==> src/rtl/prog_loader_pkg.sv <==
// Shared types and stream-format constants for the program loader.
package prog_loader_pkg;

  localparam int unsigned ByteW  = 8;
  localparam int unsigned CountW = 9;

  localparam logic [ByteW-1:0]  BaseAddrDefault = 8'h00;
  localparam logic [CountW-1:0] CountMax        = 9'd256;

  typedef enum logic [2:0] {
    StIdle,
    StLen,
    StData,
    StWrite,
    StCheck,
    StDone,
    StErr
  } ld_state_e;

endpackage

==> src/rtl/ld_addr_counter.sv <==
// Write-address generator (8-bit wrapping) and payload count (9-bit saturating).
module ld_addr_counter
  import prog_loader_pkg::*;
#(
  parameter logic [ByteW-1:0] BASE_ADDR = BaseAddrDefault
) (
  input  logic              clock,
  input  logic              reset,
  input  logic              load,
  input  logic              inc,
  output logic [ByteW-1:0]  address,
  output logic [CountW-1:0] count
);

  logic [ByteW-1:0]  address_q;
  logic [CountW-1:0] count_q;

  always_ff @(posedge clock or posedge reset) begin
    if (reset) begin
      address_q <= BASE_ADDR;
      count_q   <= '0;
    end else if (load) begin
      address_q <= BASE_ADDR;
      count_q   <= '0;
    end else if (inc) begin
      address_q <= address_q + 8'd1;
      if (count_q != CountMax) begin
        count_q <= count_q + 9'd1;
      end
    end
  end

  assign address = address_q;
  assign count   = count_q;

endmodule

==> src/rtl/prog_loader.sv <==
// Byte-stream program loader: length, payload written to memory, checksum verify.
module prog_loader
  import prog_loader_pkg::*;
#(
  parameter logic [ByteW-1:0] BASE_ADDR       = BaseAddrDefault,
  parameter bit               LEN_ZERO_IS_256 = 1'b1
) (
  input  logic              clock,
  input  logic              reset,
  input  logic              start,
  input  logic              byte_valid,
  input  logic [ByteW-1:0]  byte_in,
  output logic              byte_ready,
  output logic [ByteW-1:0]  mem_address,
  output logic [ByteW-1:0]  mem_data,
  output logic              mem_wren,
  output logic              cpu_hold,
  output logic              busy,
  output logic              done,
  output logic              error,
  output logic [CountW-1:0] count
);

  ld_state_e         state_q, state_d;
  logic [ByteW-1:0]  acc_q;
  logic [ByteW-1:0]  data_q;
  logic [CountW-1:0] len_q;
  logic [CountW-1:0] len_n;
  logic              xfer;
  logic              load_go;
  logic              last_byte;
  logic              cnt_inc;

  assign xfer = byte_valid & byte_ready;
  assign len_n = (LEN_ZERO_IS_256 && (byte_in == '0)) ? CountMax : {1'b0, byte_in};
  assign load_go = start & ((state_q == StIdle) | (state_q == StDone) | (state_q == StErr));
  // Compare one bit wider so count+1 cannot overflow at 256.
  assign last_byte = ({1'b0, count} + 10'd1) >= {1'b0, len_q};

  always_ff @(posedge clock or posedge reset) begin
    if (reset) begin
      state_q <= StIdle;
    end else begin
      state_q <= state_d;
    end
  end

  always_comb begin
    state_d = state_q;
    unique case (state_q)
      StIdle, StDone, StErr: if (start) state_d = StLen;
      StLen:   if (xfer) state_d = (len_n == '0) ? StCheck : StData;
      StData:  if (xfer) state_d = StWrite;
      StWrite: state_d = last_byte ? StCheck : StData;
      StCheck: if (xfer) state_d = (byte_in == acc_q) ? StDone : StErr;
      default: state_d = StIdle;
    endcase
  end

  always_comb begin
    byte_ready = 1'b0;
    mem_wren   = 1'b0;
    cpu_hold   = 1'b0;
    busy       = 1'b0;
    done       = 1'b0;
    error      = 1'b0;
    cnt_inc    = 1'b0;
    unique case (state_q)
      StLen, StData, StCheck: begin
        byte_ready = 1'b1;
        cpu_hold   = 1'b1;
        busy       = 1'b1;
      end
      StWrite: begin
        mem_wren = 1'b1;
        cpu_hold = 1'b1;
        busy     = 1'b1;
        cnt_inc  = 1'b1;
      end
      StDone:  done = 1'b1;
      StErr: begin
        error    = 1'b1;
        cpu_hold = 1'b1;
      end
      default: ;
    endcase
  end

  always_ff @(posedge clock or posedge reset) begin
    if (reset) begin
      acc_q  <= '0;
      data_q <= '0;
      len_q  <= '0;
    end else begin
      if (load_go) begin
        acc_q <= '0;
      end else if ((state_q == StData) && xfer) begin
        acc_q  <= acc_q + byte_in;
        data_q <= byte_in;
      end
      if ((state_q == StLen) && xfer) begin
        len_q <= len_n;
      end
    end
  end

  assign mem_data = data_q;

  ld_addr_counter #(
    .BASE_ADDR (BASE_ADDR)
  ) u_addr_counter (
    .clock   (clock),
    .reset   (reset),
    .load    (load_go),
    .inc     (cnt_inc),
    .address (mem_address),
    .count   (count)
  );

endmodule

==> config.mk <==
export PLATFORM = sky130hd
export DESIGN_NAME = prog_loader
export DESIGN_NICKNAME = d
export VERILOG_FILES = /design/src/rtl/prog_loader_pkg.sv /design/src/rtl/ld_addr_counter.sv /design/src/rtl/prog_loader.sv
export SDC_FILE = /design/constraint.sdc
export NUM_CORES = 1
export LEC_CHECK = 0
export CORE_MARGIN = 2
export CORE_UTILIZATION = 40
export DETAILED_ROUTE_END_ITERATION = 10
export GPL_TIMING_DRIVEN = 0
export PLACE_DENSITY = 0.63
export SYNTH_ARGS = -nofsm -noshare
export SYNTH_HDL_FRONTEND = slang
export SYNTH_SLANG_ARGS = --single-unit
==> constraint.sdc <==
create_clock -name clock -period 5.3 [get_ports clock]
set_clock_uncertainty 0.05 [all_clocks]
set_input_delay 1.06 -clock clock [delete_from_list [all_inputs] [get_ports clock]]
set_output_delay 1.06 -clock clock [all_outputs]
set_load 0.05 [all_outputs]
==> flow_summary.json <==
{
  "rr_startpoint": "u_addr_counter.count[2]",
  "ff2ff_path_depth": 9,
  "start_kind": "flop",
  "crit_path_end_kind": "primary output",
  "hold_class": "reg -> reg",
  "grt_pass1_wl_um": 10400,
  "cts_buffers": 5,
  "grt_remaining_overflow": 0,
  "fin_cells": 402,
  "critPathMaxFanout": 9,
  "syn-num-nets": 306,
  "cts.reportedPaths.clkPinSlew_ns": 0.09,
  "ys_ff_latch": 45,
  "postPlaceCellArea_um2": 3200,
  "drt_first_pass_iters": 5,
  "cts_setup_buffers": 0,
  "wl_per_cell_um": 14.8,
  "period_needed_ns": 3.69,
  "die_x_um": 85.6,
  "grt_max_degree": 25,
  "design_area_um2": 3280,
  "synth_top_area_share_pct": 42.3,
  "synth-warning-count": 0,
  "slew_viol_final": 0,
  "nets": 356,
  "htree_levels": 2,
  "grt_pass1_vias": 2081,
  "rsz0062_at_grt": "false",
  "swShare_pct": 49.1,
  "dp.cells": 394,
  "async_reset_ff_share_pct": 100,
  "cts_root_buf": "clkbuf_8",
  "internal-power_w": 0.00104,
  "synth.yosys.seq_area_share_pct": 42.3,
  "clkPwrFrac_pct": 10.3,
  "status": "complete, no violations",
  "initial_core_util_pct": 41.7,
  "synth_top_cells_by_count": "dfrtp_1, nand2_1, ha_1, inv_1, o21ai_0",
  "pwr_density_cell_nw_per_um2": 622,
  "insertion_delay_ns": 0.30,
  "worstPathRequired_ns": 4.19,
  "dp_hpwl_um": 4440,
  "p_leak_nw": 1.44,
  "synth_area_leaders": "dfrtp_1, ha_1, nand2_1",
  "rrSetupSlack_ns": 2.83,
  "rows": 29,
  "grt_use_total_pct": 17.9,
  "antenna_found_initial": 0,
  "p_comb_share_pct": 61.2,
  "syn_area_um2": 2660,
  "drive_above_1_share_pct": 9.85,
  "wirelength_um": 5960,
  "clock-sinks": 45,
  "synthFlopType": "dfrtp_1",
  "cp.arrival_ns": 2.58,
  "fp.dieH_um": 85.6,
  "num-fill-cells": 582,
  "gp_congestion": 0.749,
  "period_share_pct": 69.6,
  "ant_nets": 0,
  "final_core_util_pct": 51.4,
  "ys_types": 45,
  "clock.fmax_mhz": 271,
  "hold_depth": 2,
  "core-area_um2": 6390,
  "setup_viol": 0,
  "drc": 0,
  "yosys.area.top_type": "dfrtp_1",
  "fin_hold_ws_ns": 0.459,
  "p_seq_share_pct": 28.5,
  "finalHoldViolCount": 0,
  "tns_ns": 0,
  "num_antenna_cells": 0,
  "cts_tree": "yes",
  "area_delta_synth_final_pct": 23.3,
  "r2r_end": "state_q[1]",
  "tightest_slew_ns": 0.566,
  "holdPathEnd": "mem_data[1]",
  "io_pins": 43,
  "peakVddDrop_uv": 651,
  "synth_edf_count": 0,
  "drt_iter0_markers": 117,
  "crit_type": "reg -> out",
  "vias": 2148,
  "p_sw_w": 0.00100,
  "ctsHoldBuffers": 0,
  "yosys.cell_count.top_type": "dfrtp_1",
  "syn_area_per_cell_um2": 9.72,
  "die_area_um2": 7320,
  "cts_resized": 0,
  "slew_headroom_pct": 62.2,
  "hp-start": "mem_data[1]",
  "clk_path_buf_depth": 2,
  "synth_cells": 274,
  "viasPerCell": 5.34,
  "portBuffers": 42,
  "drv_cap": 0
}
[layout by cell type (no fill, tap or decap), types with 6 or more instances in the layout]
master           instances
mux2_2                   9
buf_2                    6
xnor2_1                  8
xor2_1                  11
clkdlybuf4s50_1         42
o2bb2ai_1                6
dfrtp_1                 45
o21ai_0                 17
nand2_1                 30
a21oi_1                 11
inv_1                   18
nor2_1                  16
nand3_1                 12
ha_1                    19
[power by group through the flow]
| stage | Clock [W] | Combinational, W | Sequential [W] |
|---|---|---|---|
| finish | 0.000211 | 0.00125 | 0.000582 |
| global route | 0.000235 | 0.00138 | 0.000600 |
| CTS | 0.000220 | 0.00126 | 0.000581 |
| detailed placement | 0 | 0.00125 | 0.000587 |
| global placement | 0 | 0.00123 | 0.000583 |
| floorplan | 0 | 0.000705 | 0.000778 |
[per-layer routing]
metal | vias to the layer above | routed length, µm | track usage [%]
met4 | 0 | 66 | 5.63
met2 | 56 | 2630 | 25.9
li1 | 1068 | - | -
met3 | 5 | 255 | 3.46
met5 | - | 0 | 0
met1 | 1019 | 3010 | 27.0
[cell type report]
cell class | instances | area [µm²] | share of cell area (%)
buffer | 8 | 37.5 | 1.14
clock buffer | 6 | 72.6 | 2.21
clock inverter | 2 | 10.0 | 0.305
inverter | 21 | 81.3 | 2.48
multi-input combinational | 200 | 1420 | 43.2
sequential | 45 | 1130 | 34.3
tap | 77 | 96.3 | 2.94
timing repair buffer | 43 | 440 | 13.4
[logic make-up after synthesis]
kind of cell / after synthesis / share of synthesized area (%)
mux: 14 / 5.69
buf+inv: 29 / 4.46
simple gates: 88 / 16.7
flops: 45 / 42.3
compound gates: 58 / 14.5
fa+ha+maj: 21 / 10.1
xor+xnor: 19 / 6.25
[worst max-delay path by stage]
stage / from / endpoint / cells past startpoint
floorplan: state_q[2] / busy / 4
global placement: state_q[2] / busy / 5
detailed placement: state_q[2] / busy / 5
CTS: state_q[2] / busy / 5
global route: state_q[2] / busy / 5
finish: state_q[2] / busy / 5
[critical path: stages (launching register included)]
cell,delay (ns)
dfrtp_1,0.34
inv_1,0.10
nand3_1,0.32
clkinv_1,0.42
or2_2,0.40
clkdlybuf4s50_1,0.70
[state kept, by name (all words and copies together), names as in the netlist]
register	cells
len_q	9
acc_q	8
u_addr_counter.address	8
mem_data	8
state_q	3
u_addr_counter.count	9
[metrics by stage]
stage,worst slack (ns),total power (W)
5_1_grt,1.47,0.00221
3_5_place_dp,1.92,0.00184
2_1_floorplan,2.44,0.00148
4_1_cts,1.59,0.00206
3_3_place_gp,1.91,0.00182
6_report,1.61,0.00204
Power figures use the tool's default switching activity.
